--- src/rtl/parity_pkg.sv ---
// Shared types and constants for the parity_rx serial receiver.
package parity_pkg;

  localparam int DEFAULT_DATA_W = 16;
  localparam int ERR_CNT_W      = 8;

  localparam logic LINE_IDLE  = 1'b1;
  localparam logic LINE_START = 1'b0;
  localparam logic LINE_STOP  = 1'b1;

  typedef enum logic [2:0] {
    ST_IDLE,
    ST_START,
    ST_DATA,
    ST_PARITY,
    ST_STOP
  } rx_state_e;

endpackage

--- src/rtl/parity_rx_if.sv ---
// Receiver-side bundle: serial line in, received word and status out.
interface parity_rx_if
  import parity_pkg::*;
#(
  parameter int DATA_W = DEFAULT_DATA_W
) ();

  logic                 serial_in;
  logic [DATA_W-1:0]    data_out;
  logic                 data_valid;
  logic                 parity_err;
  logic                 frame_err;
  logic                 busy;
  logic [ERR_CNT_W-1:0] err_count;

  // master drives the line and consumes words; slave is the receiver itself
  modport master (
    output serial_in,
    input  data_out, data_valid, parity_err, frame_err, busy, err_count
  );

  modport slave (
    input  serial_in,
    output data_out, data_valid, parity_err, frame_err, busy, err_count
  );

endinterface

--- src/rtl/parity_rx_sync_2ff.sv ---
// Two-flop synchronizer with a configurable reset value (sync_2ff).
module sync_2ff #(
  parameter logic RESET_VAL = 1'b0
) (
  input  logic clock,
  input  logic reset,
  input  logic d,
  output logic q
);

  logic meta_q, meta_d;
  logic sync_q, sync_d;

  always_comb begin
    meta_d = d;
    sync_d = meta_q;
  end

  always_ff @(posedge clock) begin
    if (reset) begin
      meta_q <= RESET_VAL;
      sync_q <= RESET_VAL;
    end else begin
      meta_q <= meta_d;
      sync_q <= sync_d;
    end
  end

  assign q = sync_q;

endmodule

--- src/rtl/parity_rx.sv ---
// Serial receiver for parity-protected frames: start, DATA_W bits LSB first, parity, stop.
// Optional saturating error counter enabled by defining PARITY_RX_ERR_CNT_EN.
module parity_rx
  import parity_pkg::*;
#(
  parameter int DATA_W       = DEFAULT_DATA_W,
  parameter int CLKS_PER_BIT = 8,
  parameter int PARITY_ODD   = 0
) (
  input  logic        clock,
  input  logic        reset,
  parity_rx_if.slave  rx_if
);

  localparam int   TIMER_W = $clog2(CLKS_PER_BIT + 1);
  localparam int   IDX_W   = (DATA_W > 1) ? $clog2(DATA_W) : 1;
  localparam logic ODD_BIT = 1'(PARITY_ODD);

  logic rx_s;

  sync_2ff #(.RESET_VAL(LINE_IDLE)) u_sync (
    .clock (clock),
    .reset (reset),
    .d     (rx_if.serial_in),
    .q     (rx_s)
  );

  rx_state_e         state_q, state_d;
  logic [TIMER_W-1:0] timer_q, timer_d;
  logic [IDX_W-1:0]  bit_idx_q, bit_idx_d;
  logic [DATA_W-1:0] shift_q, shift_d;
  logic [DATA_W-1:0] data_q, data_d;
  logic              par_bit_q, par_bit_d;
  logic              wait_high_q, wait_high_d;
  logic              valid_q, valid_d;
  logic              perr_q, perr_d;
  logic              ferr_q, ferr_d;
  logic              busy_q, busy_d;
  logic              expire;

  assign expire = (timer_q == TIMER_W'(1));

  always_comb begin
    state_d     = state_q;
    timer_d     = timer_q;
    bit_idx_d   = bit_idx_q;
    shift_d     = shift_q;
    data_d      = data_q;
    par_bit_d   = par_bit_q;
    wait_high_d = wait_high_q;
    valid_d     = 1'b0;
    perr_d      = perr_q;
    ferr_d      = ferr_q;
    busy_d      = busy_q;

    unique case (state_q)
      ST_IDLE: begin
        // after a frame error, a low line is not a new start bit until it has gone high
        if (wait_high_q) begin
          if (rx_s == LINE_IDLE) wait_high_d = 1'b0;
        end else if (rx_s == LINE_START) begin
          state_d = ST_START;
          timer_d = TIMER_W'(CLKS_PER_BIT / 2);
          busy_d  = 1'b1;
        end
      end
      ST_START: begin
        if (expire) begin
          if (rx_s == LINE_START) begin
            state_d   = ST_DATA;
            bit_idx_d = '0;
            timer_d   = TIMER_W'(CLKS_PER_BIT);
          end else begin
            state_d = ST_IDLE;
            busy_d  = 1'b0;
          end
        end else begin
          timer_d = timer_q - TIMER_W'(1);
        end
      end
      ST_DATA: begin
        if (expire) begin
          shift_d = {rx_s, shift_q[DATA_W-1:1]};
          timer_d = TIMER_W'(CLKS_PER_BIT);
          if (bit_idx_q == IDX_W'(DATA_W - 1)) state_d = ST_PARITY;
          else                                 bit_idx_d = bit_idx_q + IDX_W'(1);
        end else begin
          timer_d = timer_q - TIMER_W'(1);
        end
      end
      ST_PARITY: begin
        if (expire) begin
          par_bit_d = rx_s;
          state_d   = ST_STOP;
          timer_d   = TIMER_W'(CLKS_PER_BIT);
        end else begin
          timer_d = timer_q - TIMER_W'(1);
        end
      end
      ST_STOP: begin
        if (expire) begin
          data_d      = shift_q;
          perr_d      = ((^shift_q) ^ par_bit_q) != ODD_BIT;
          ferr_d      = (rx_s != LINE_STOP);
          wait_high_d = (rx_s != LINE_IDLE);
          valid_d     = 1'b1;
          busy_d      = 1'b0;
          state_d     = ST_IDLE;
        end else begin
          timer_d = timer_q - TIMER_W'(1);
        end
      end
      default: state_d = ST_IDLE;
    endcase
  end

  always_ff @(posedge clock) begin
    if (reset) begin
      state_q     <= ST_IDLE;
      timer_q     <= '0;
      bit_idx_q   <= '0;
      shift_q     <= '0;
      data_q      <= '0;
      par_bit_q   <= 1'b0;
      wait_high_q <= 1'b0;
      valid_q     <= 1'b0;
      perr_q      <= 1'b0;
      ferr_q      <= 1'b0;
      busy_q      <= 1'b0;
    end else begin
      state_q     <= state_d;
      timer_q     <= timer_d;
      bit_idx_q   <= bit_idx_d;
      shift_q     <= shift_d;
      data_q      <= data_d;
      par_bit_q   <= par_bit_d;
      wait_high_q <= wait_high_d;
      valid_q     <= valid_d;
      perr_q      <= perr_d;
      ferr_q      <= ferr_d;
      busy_q      <= busy_d;
    end
  end

`ifdef PARITY_RX_ERR_CNT_EN
  logic [ERR_CNT_W-1:0] err_cnt_q, err_cnt_d;

  // counts one per flagged frame, the cycle after the strobe
  always_comb begin
    err_cnt_d = err_cnt_q;
    if (valid_q && (perr_q || ferr_q) && (err_cnt_q != '1))
      err_cnt_d = err_cnt_q + ERR_CNT_W'(1);
  end

  always_ff @(posedge clock) begin
    if (reset) err_cnt_q <= '0;
    else       err_cnt_q <= err_cnt_d;
  end

  assign rx_if.err_count = err_cnt_q;
`else
  assign rx_if.err_count = '0;
`endif

  assign rx_if.data_out   = data_q;
  assign rx_if.data_valid = valid_q;
  assign rx_if.parity_err = perr_q;
  assign rx_if.frame_err  = ferr_q;
  assign rx_if.busy       = busy_q;

endmodule

--- src/flat_wrapper.sv ---
// flat-port wrapper written by rule: the top's interface ports become plain ports
module parity_rx_flat import parity_pkg::*;
#(
  parameter int DATA_W       = DEFAULT_DATA_W,
  parameter int CLKS_PER_BIT = 8,
  parameter int PARITY_ODD   = 0
)
  (clock, reset, rx_if_serial_in, rx_if_data_out, rx_if_data_valid, rx_if_parity_err, rx_if_frame_err, rx_if_busy, rx_if_err_count);
  parity_rx_if #(.DATA_W(DATA_W)) rx_if_i ();
  input  logic clock;
  input  logic reset;
  input wire logic [$bits(rx_if_i.serial_in)-1:0] rx_if_serial_in;
  output wire logic [$bits(rx_if_i.data_out)-1:0] rx_if_data_out;
  output wire logic [$bits(rx_if_i.data_valid)-1:0] rx_if_data_valid;
  output wire logic [$bits(rx_if_i.parity_err)-1:0] rx_if_parity_err;
  output wire logic [$bits(rx_if_i.frame_err)-1:0] rx_if_frame_err;
  output wire logic [$bits(rx_if_i.busy)-1:0] rx_if_busy;
  output wire logic [$bits(rx_if_i.err_count)-1:0] rx_if_err_count;
  assign rx_if_i.serial_in = rx_if_serial_in;
  assign rx_if_data_out = rx_if_i.data_out;
  assign rx_if_data_valid = rx_if_i.data_valid;
  assign rx_if_parity_err = rx_if_i.parity_err;
  assign rx_if_frame_err = rx_if_i.frame_err;
  assign rx_if_busy = rx_if_i.busy;
  assign rx_if_err_count = rx_if_i.err_count;
  parity_rx #(.DATA_W(DATA_W), .CLKS_PER_BIT(CLKS_PER_BIT), .PARITY_ODD(PARITY_ODD)) u_core (.clock(clock), .reset(reset), .rx_if(rx_if_i));
endmodule
--- config.mk ---
export PLATFORM = sky130hd
export DESIGN_NAME = parity_rx_flat
export DESIGN_NICKNAME = d
export VERILOG_FILES = /design/src/rtl/parity_pkg.sv /design/src/rtl/parity_rx_if.sv /design/src/rtl/parity_rx_sync_2ff.sv /design/src/rtl/parity_rx.sv /design/src/flat_wrapper.sv
export SDC_FILE = /design/constraint.sdc
export NUM_CORES = 1
export LEC_CHECK = 0
export BUFFER_PORTS_ARGS = -buffer_cell sky130_fd_sc_hd__clkbuf_2
export CAP_MARGIN = 20
export CORE_ASPECT_RATIO = 1.25
export CORE_MARGIN = 5
export CORE_UTILIZATION = 50
export CTS_CLUSTER_DIAMETER = 100
export DETAILED_ROUTE_END_ITERATION = 12
export GPL_ROUTABILITY_DRIVEN = 0
export HOLD_SLACK_MARGIN = 0.1
export PLACE_DENSITY = 0.72
export SYNTH_ARGS = -nofsm -noshare
export SYNTH_HDL_FRONTEND = slang
export SYNTH_HIERARCHICAL = 1
export SYNTH_SLANG_ARGS = --single-unit
--- constraint.sdc ---
create_clock -name clock -period 2.4 [get_ports clock]
set_input_delay 0.24 -clock clock [delete_from_list [all_inputs] [get_ports clock]]
set_output_delay 0.24 -clock clock [all_outputs]
set_load 0.05 [all_outputs]
==> impl_metrics.tcl, run 1 <==
set metrics [dict create \
    worstPathArrival_ns 2.25 \
    rsz0062_at_grt "false" \
    layout-drive-gt1-share_pct 14.05 \
    postCtsSetupBuffers 0 \
    syn_inst 286 \
    ctsLongestPathBuffers 2 \
    io_pins 31 \
    synth.distinct_cells 40 \
    grt_max_degree 37 \
    die_x_um 71.19 \
    cts-root-buf "clkbuf_8" \
    yosys_warnings 6 \
    cts_tree "yes" \
    via_count 1872 \
    overflow 0 \
    finClkSkew_ns 0.009138 \
    initialDrtViolationCount 109 \
    required_ns 2.57 \
    hp-class "reg -> reg" \
    critPathMaxFanout 10 \
    wl_per_cell_um 12.42 \
    finalSetupTns_ns 0 \
    numCtsBuffers 5 \
    clock_sinks 51 \
    final-setup-viol-count 0 \
    p_per_area_nw_per_um2 637.1 \
    layout-area-overhead-vs-synth_pct 9.412 \
    syn_avg_cell_area_um2 8.181 \
    cp_slowest_cell "or3b_1" \
    yosysSeqAreaShare_pct 43.64 \
    final_hold_viol_count 0 \
    die_area_um2 6156 \
    diodes 0 \
    grt_pass1_wl_mm 7.714 \
    dpl_cell_area_um2 2450 \
    fin_nets 311 \
    cts-resized-gates 0 \
    initial_utilization_pct 52.47 \
    startpoint_type "register" \
    cts_htree_levels 2 \
    relSlewSlack_pct 53.39 \
    drv_cap 0 \
    finalCriticalPeriod_ns 2.081 \
    final-max-slew-violation-count 0 \
    fillers 420 \
    crit_chain "ha_1 -> or3b_1 -> a221oi_2 -> o21ai_2 -> a21oi_1 -> nor4_1" \
    leakagePower_nw 0.9115 \
    critPathKind "reg -> reg" \
    vias_per_cell 5.143 \
    ir_drop_mv 0.5208 \
    reg2regPathDepth 6 \
    ant_nets 0 \
    final_area_um2 2560 \
    track_usage_pct 15.43 \
    antenna_found_initial 0 \
    netlist_area_um2 2340 \
    ctsHoldBuffers 1 \
    drc 0 \
    status "completed" \
    stdcell_count 364 \
    multi_input_area_um2 1186 \
    register_area_um2 1021 \
    drt_wl_total_mm 4.521 \
    io_buffers 22 \
    grt_pass1_vias 1743 \
    detailed_place_hpwl_mm 3.066 \
    path_clk_slew_ns 0.09 \
    timing.final.crit_share_pct 86.72 \
    worst_slew_pin_slew_ns 0.6991 \
    min_path_cells 1 \
    die_h_um 86.48 \
    dp_cells 355 \
    ys_ff_latch 51 \
    row_count 27 \
    critPathCaptureType "register" \
    max_freq_mhz 480.5 \
    cpPeakStageDelay_ns 0.55 \
    core_area_um2 4459 \
    hold_slack_ns 0.4138 \
    dr.pass1.iters 4 \
    clock_latency_ns 0.30 \
]
==> placed cells by master (no fill, tap or decap), types with 2 or more instances in the layout <==
master	instances
a21oi_1	44
nor3_1	3
mux2i_1	5
nor2_1	14
or2_1	3
nand2b_1	2
buf_4	5
nand3b_1	4
clkbuf_2	22
nor2_2	2
nor2b_1	2
clkbuf_8	7
ha_1	3
a211oi_1	3
o21ai_0	4
inv_1	6
nand2_1	76
dfxtp_1	51
conb_1	8
a22oi_1	2
or3b_1	2
xor2_1	2
a221oi_2	2
xnor2_1	13
nand3_1	5
==> sequential cells by signal, indices dropped and copies added (netlist names), 3 cells and up <==
name                   flops
u_core/rx_if.data_out     16
u_core/shift_q            16
u_core/bit_idx_q           4
u_core/timer_q             4
u_core/state_q             3
==> worst paths after layout <==
kind                              from                 to  slack (ns)
setup / recovery     u_core/timer_q[0]  u_core/timer_q[2]        0.32
hold / removal    u_core/u_sync/meta_q    u_core/u_sync/q        0.41
setup reg to reg     u_core/timer_q[0]  u_core/timer_q[2]        0.32
hold reg to reg   u_core/u_sync/meta_q    u_core/u_sync/q        0.41
==> cells by family after synthesis <==
logic type	share of synthesized area, %
flip-flops	43.64
other	0.1603
AO/OA/AOI/OAI	14.81
adder cells (fa/ha/maj)	1.604
multiplexers	2.139
XOR/XNOR	6.578
buffers and inverters	6.791
AND/OR/NAND/NOR	24.28
==> cell type report <==
class | count | area share (%)
Clock buffer | 8 | 3.910
Inverter | 6 | 0.8798
Multi-Input combinational cell | 213 | 46.33
Sequential cell | 51 | 39.88
Tap cell | 58 | 2.835
Timing Repair Buffer | 28 | 6.158
==> layer usage <==
metal  track usage (%)  up-vias  part of all wire, %
met5                 0        -                    0
met3             2.784        6                  2.7
met4             8.205        0                  1.6
li1                  -      969                    -
met2             26.67       25                   51
met1             17.93      872                   44
==> power breakdown <==
group | switching [W] | total, W | internal [W]
logic | 0.000125 | 0.000201 | 0.0000761
registers | 0.0000344 | 0.000899 | 0.000864
clock network | 0.000268 | 0.000531 | 0.000263
total | 0.000427 | 0.00163 | 0.00120
==> through the flow <==
| stage | setup slack (ns) | util (%) | power, W |
|---|---|---|---|
| 4_1_cts | 0.3383 | 57.41 | 0.001651 |
| 3_5_place_dp | 0.3565 | 54.94 | 0.001116 |
| 5_1_grt | 0.1685 | 57.41 | 0.001710 |
| 2_1_floorplan | 0.6082 | - | 0.001098 |
| 3_3_place_gp | 0.3959 | 54.94 | 0.001114 |
| 6_report | 0.3187 | 57.41 | 0.001631 |
==> critical path: cells and delay by family (launching register included) <==
kind            cells  cell delay (ns)
compound gates      3             0.69
simple gates        2             0.60
flops               1             0.44
fa+ha+maj           1             0.21
==> cells in the mapped netlist <==
master | instances | area (µm²)
nand2_1 | 76 | 285.3
dfxtp_1 | 51 | 1021
a21oi_1 | 44 | 220.2
nor2_1 | 14 | 52.55
xnor2_1 | 13 | 113.9
buf_4 | 10 | 75.07
clkbuf_1 | 8 | 30.03
inv_1 | 6 | 22.52
mux2i_1 | 5 | 50.05
nand3_1 | 5 | 25.02
buf_2 | 4 | 20.02
nand3b_1 | 4 | 30.03
o21ai_0 | 4 | 20.02
a211oi_1 | 3 | 22.52
ha_1 | 3 | 37.54
nor3_1 | 3 | 15.01
or2_1 | 3 | 18.77
a221oi_2 | 2 | 30.03
a22oi_1 | 2 | 15.01
nand2b_1 | 2 | 12.51
nor2_2 | 2 | 12.51
nor2b_1 | 2 | 12.51
or3b_1 | 2 | 17.52
xor2_1 | 2 | 17.52
and4_1 | 1 | 8.760
buf_6 | 1 | 11.26
conb_1 | 1 | 3.750
nor2_4 | 1 | 11.26
nor3b_2 | 1 | 12.51
nor3b_4 | 1 | 18.77
nor4_1 | 1 | 6.260
nor4b_2 | 1 | 15.01
o211ai_1 | 1 | 7.510
o21ai_2 | 1 | 8.760
o22ai_1 | 1 | 6.260
o31ai_1 | 1 | 7.510
o41ai_1 | 1 | 8.760
or3_1 | 1 | 6.260
or4_1 | 1 | 7.510
xnor3_1 | 1 | 22.52
(Power assumes the default switching activity.)
==> run 2: changes to the inputs <==
--- a/config.mk
+++ b/config.mk
@@ -5,16 +5,15 @@
 export SDC_FILE = /design/constraint.sdc
 export NUM_CORES = 1
 export LEC_CHECK = 0
-export BUFFER_PORTS_ARGS = -buffer_cell sky130_fd_sc_hd__clkbuf_2
 export CAP_MARGIN = 20
 export CORE_ASPECT_RATIO = 1.25
-export CORE_MARGIN = 5
 export CORE_UTILIZATION = 50
 export CTS_CLUSTER_DIAMETER = 100
 export DETAILED_ROUTE_END_ITERATION = 12
+export DONT_BUFFER_PORTS = 1
 export GPL_ROUTABILITY_DRIVEN = 0
 export HOLD_SLACK_MARGIN = 0.1
-export PLACE_DENSITY = 0.72
+export PLACE_DENSITY = 0.66
 export SYNTH_ARGS = -nofsm -noshare
 export SYNTH_HDL_FRONTEND = slang
 export SYNTH_HIERARCHICAL = 1
==> impl_metrics.tcl, run 2 (synthesis gave the netlist of run 1 again) <==
set metrics [dict create \
    cts_tree "yes" \
    die_h_um 78.48 \
    io_pins 31 \
    power_frac_clock_pct 35.8 \
    worst_slew_pin_slew_ns 0.6446 \
    crit_chain "ha_1 -> or3b_1 -> a221oi_2 -> o21ai_2 -> a21oi_1 -> nor4_1" \
    cts-resized-gates 0 \
    initial_utilization_pct 52.47 \
    grt_pass1_wl_mm 7.465 \
    drc 0 \
    r2r_end "u_core/timer_q[2]" \
    numCtsBuffers 5 \
    finalCriticalPeriod_ns 2.036 \
    power_switching_share_pct 25.22 \
    p_per_area_nw_per_um2 691.3 \
    clock_sinks 51 \
    die_x_um 63.19 \
    worstPathArrival_ns 2.23 \
    finClkSkew_ns 0.006174 \
    required_ns 2.59 \
    postCtsSetupBuffers 0 \
    final_cell_mix "nand2_1 (76), dfxtp_1 (51), a21oi_1 (44), nor2_1 (14), xnor2_1 (13)" \
    final-setup-viol-count 0 \
    crit_cells 6 \
    overflow 0 \
    cp-endpoint "u_core/timer_q[2]" \
    dpl_cell_area_um2 2325 \
    track_usage_pct 19.02 \
    drt_wl_total_mm 4.291 \
    detailed_place_hpwl_mm 2.743 \
    final_hold_viol_count 0 \
    hp-class "in -> reg" \
    clock_latency_ns 0.30 \
    antenna_found_initial 0 \
    ant_nets 0 \
    rsz0062_at_grt "false" \
    layout-drive-gt1-share_pct 7.420 \
    cp_num_buf_inv 0 \
    io_buffers 0 \
    grt_max_degree 51 \
    final-max-slew-violation-count 0 \
    cts_htree_levels 2 \
    cp_slowest_cell "or3b_1" \
    relSlewSlack_pct 56.97 \
    ctsHoldBuffers 2 \
    grt_pass1_vias 1664 \
    core_area_um2 4459 \
    initialDrtViolationCount 104 \
    final_common_cell "nand2_1" \
    ctsLongestPathBuffers 2 \
    r2r_slack_ns 0.36 \
    critPathCaptureType "register" \
    final_area_um2 2472 \
    critPathMaxFanout 10 \
    worstSetupStartpoint "u_core/timer_q[0]" \
    die_area_um2 4959 \
    startpoint_type "register" \
    leakagePower_nw 0.8204 \
    cpLargestDelayFamily "compound AO/OA/AOI/OAI gates" \
    r2r-start "u_core/timer_q[0]" \
    path_clk_slew_ns 0.09 \
    vias_per_cell 5.240 \
    combPwrFrac_pct 11.4 \
    dr.pass1.iters 5 \
    cpPeakStageDelay_ns 0.54 \
    ir_drop_mv 0.3644 \
    hold_slack_ns 0.1514 \
    cts-root-buf "clkbuf_8" \
    power.switching_w 0.0004310 \
    dp_cells 331 \
    critPathKind "reg -> reg" \
    fin_nets 288 \
    p_int_w 0.001278 \
    finalSetupTns_ns 0 \
    status "completed" \
    layout_setup_ws_ns 0.3640 \
    p_seq_share_pct 52.8 \
    row_count 27 \
    wl_per_cell_um 12.58 \
    max_freq_mhz 491.2 \
    drv_cap 0 \
    reg2regPathDepth 6 \
    place_ws_ns 0.3741 \
    stdcell_count 341 \
    layout-area-overhead-vs-synth_pct 5.668 \
    timing.final.crit_share_pct 84.83 \
    diodes 0 \
    via_count 1787 \
]
-- run 2: worst register-to-register path, cell delays in order (launching register included) --
cell and delay, ns:
dfxtp_1 0.43, ha_1 0.22, or3b_1 0.54, a221oi_2 0.36
o21ai_2 0.14, a21oi_1 0.17, nor4_1 0.06
-- run 2: power groups by stage --
| stage | clock network [W] | logic (W) | registers (W) |
|---|---|---|---|
| 6_report | 0.000612 | 0.000195 | 0.000902 |
| 5_1_grt | 0.000665 | 0.000217 | 0.000908 |
| 4_1_cts | 0.000633 | 0.000194 | 0.000902 |
| 3_5_place_dp | 0 | 0.000175 | 0.000922 |
| 3_3_place_gp | 0 | 0.000176 | 0.000923 |
| 2_1_floorplan | 0 | 0.000192 | 0.000906 |
-- run 2: stage by stage --
stage / utilization, % / power [W]
after CTS: 55.44 / 0.001729
after global placement: 52.13 / 0.001098
after global routing: 55.44 / 0.001790
after floorplan: - / 0.001098
after detailed placement: 52.13 / 0.001097
final: 55.44 / 0.001709
-- run 2: per-layer routing --
metal	GRT usage [%]	part of all wire, %	vias up
met1	23.08	46	834
met2	31.72	49	21
met3	4.360	3.2	7
met5	0	0	-
met4	8.636	1.7	0
li1	-	-	925
-- run 2: worst min-delay path by stage --
stage,cells past startpoint,endpoint,start,slack [ns]
6_report,2,u_core/rx_if.parity_err,reset,0.15
3_5_place_dp,1,u_core/timer_q[3],reset,0.31
3_3_place_gp,1,u_core/timer_q[3],reset,0.31
4_1_cts,2,u_core/rx_if.parity_err,reset,0.15
5_1_grt,2,u_core/rx_if.parity_err,reset,0.15
2_1_floorplan,1,u_core/rx_if.data_valid,reset,0.34
-- run 2: layout make-up --
class                   instances  area (µm²)
repair buffers                  5       52.55
fillers                       432        1987
flip-flops and latches         51        1021
inverters                       6       22.52
multi-input cells             213        1186
clock inverters                 2       35.03
well taps                      58       72.57
clock buffers                   6       82.58
==> run 3: changes to the inputs <==
==> constraint.sdc (replaced) <==
create_clock -name clock -period 2.1 [get_ports clock]
set_input_delay 0.21 -clock clock [delete_from_list [all_inputs] [get_ports clock]]
set_output_delay 0.21 -clock clock [all_outputs]
set_load 0.05 [all_outputs]
==> impl_metrics.tcl, run 3 (synthesis gave the netlist of run 1 again) <==
set metrics [dict create \
    register_area_um2 1021 \
    cpPeakStageDelay_ns 0.46 \
    hold_start "reset" \
    fillers 438 \
    via_count 1831 \
    route.met3.wl_um 171 \
    timing.final.crit_share_pct 91.11 \
    hp-class "in -> reg" \
    postCtsSetupBuffers 0 \
    min_to "u_core/rx_if.parity_err" \
    track_usage_pct 19.09 \
    cts_htree_levels 2 \
    layout-drive-gt1-share_pct 9.966 \
    cp_slowest_cell "or3b_1" \
    max_freq_mhz 522.7 \
    critPathKind "reg -> reg" \
    r2r_slack_ns 0.19 \
    final_hold_viol_count 0 \
    cp_num_buf_inv 0 \
    grt_max_degree 51 \
    critPathMaxFanout 6 \
    worstPathArrival_ns 2.10 \
    route.met2.wl_mm 2.166 \
    clock_latency_ns 0.30 \
    finClkSkew_ns 0.003714 \
    finalSetupTns_ns 0 \
    io_pins 31 \
    r2r_end "u_core/timer_q[1]" \
    final_cell_mix "nand2_1 (76), dfxtp_1 (51), a21oi_1 (44), nor2_1 (14), xnor2_1 (13)" \
    critPathCaptureType "register" \
    overflow 0 \
    cts_tree "yes" \
    final_area_um2 2532 \
    leakagePower_nw 0.8612 \
    final-setup-viol-count 0 \
    worst_slew_pin_slew_ns 0.5332 \
    r2r-start "u_core/timer_q[0]" \
    vias_per_cell 5.246 \
    final-max-slew-violation-count 0 \
    status "completed" \
    layout-area-overhead-vs-synth_pct 8.235 \
    startpoint_type "register" \
    met1_length_mm 2.042 \
    diodes 0 \
    min_path_cells 2 \
    detailed_place_hpwl_mm 3.009 \
    die_area_um2 4959 \
    p_per_area_nw_per_um2 776.5 \
    drt_wl_total_mm 4.464 \
    ir_drop_mv 0.4155 \
    initial_utilization_pct 52.47 \
    io_buffers 0 \
    dr.pass1.iters 4 \
    multi_input_area_um2 1186 \
    final_common_cell "nand2_1" \
    antenna_found_initial 0 \
    wl_per_cell_um 12.79 \
    crit_chain "ha_1 -> or3b_1 -> a221oi_2 -> o21ai_2 -> mux2i_1 -> nor2_1" \
    drv_cap 0 \
    reg2regPathDepth 6 \
    dpl_cell_area_um2 2385 \
    path_clk_slew_ns 0.09 \
    numCtsBuffers 5 \
    top_layer_used "met4" \
    required_ns 2.29 \
    core_area_um2 4459 \
    die_h_um 78.48 \
    cpLargestDelayFamily "simple AND/OR/NAND/NOR gates" \
    initialDrtViolationCount 97 \
    finalCriticalPeriod_ns 1.913 \
    fin_util_pct 56.79 \
    drc 0 \
    relSlewSlack_pct 64.40 \
    clock_sinks 51 \
    grt_pass1_wl_mm 7.479 \
    cts-root-buf "clkbuf_8" \
    ant_nets 0 \
    row_count 27 \
    rsz0062_at_grt "false" \
    die_x_um 63.19 \
    ctsLongestPathBuffers 2 \
    fin_nets 296 \
    grt_pass1_vias 1666 \
]
[run 3: final cells by class]
| cell class | count | area share [%] |
|---|---|---|
| clock buffers | 6 | 3.261 |
| well taps | 58 | 2.866 |
| multi-input cells | 213 | 46.84 |
| repair buffers | 13 | 4.447 |
| inverters | 6 | 0.8893 |
| clock inverters | 2 | 1.383 |
| flip-flops and latches | 51 | 40.32 |
[run 3: repair_timing]
item | 4_1_cts | 5_1_grt
setup endpoints to repair | 0 | 0
hold endpoints to repair | 50 | 0
hold buffers | 2 | 0
resized for setup | 0 | 0
[run 3: worst max path at each step]
stage | startpoint | to | slack [ns] | cells past startpoint
after floorplan | u_core/timer_q[0] | u_core/timer_q[0] | 0.31 | 7
after global placement | u_core/timer_q[0] | u_core/bit_idx_q[2] | 0.26 | 6
after detailed placement | u_core/timer_q[0] | u_core/shift_q[3] | 0.22 | 7
after CTS | u_core/timer_q[0] | u_core/bit_idx_q[2] | 0.20 | 6
after global routing | u_core/timer_q[0] | u_core/shift_q[3] | 0.05 | 7
final | u_core/timer_q[0] | u_core/timer_q[1] | 0.19 | 6
[run 3: layer usage]
layer	track usage, %	vias to the layer above
met5	0	-
met1	21.76	854
li1	-	945
met4	8.864	0
met3	3.779	7
met2	33.87	25
[run 3: where the power goes]
part | switching, W | internal [W]
clock network | 0.000309 | 0.000386
registers | 0.0000343 | 0.000988
logic | 0.000152 | 0.0000978
[run 3: metrics by stage]
step / power [W] / instances / setup slack [ns] / hold slack (ns)
finish: 0.001967 / 349 / 0.1867 / 0.1212
detailed placement: 0.001271 / 339 / 0.2185 / 0.2812
floorplan: 0.001254 / 293 / 0.3082 / 0.3056
global placement: 0.001268 / 339 / 0.2585 / 0.2804
global route: 0.002055 / 349 / 0.04564 / 0.1378
CTS: 0.001990 / 349 / 0.1994 / 0.1116
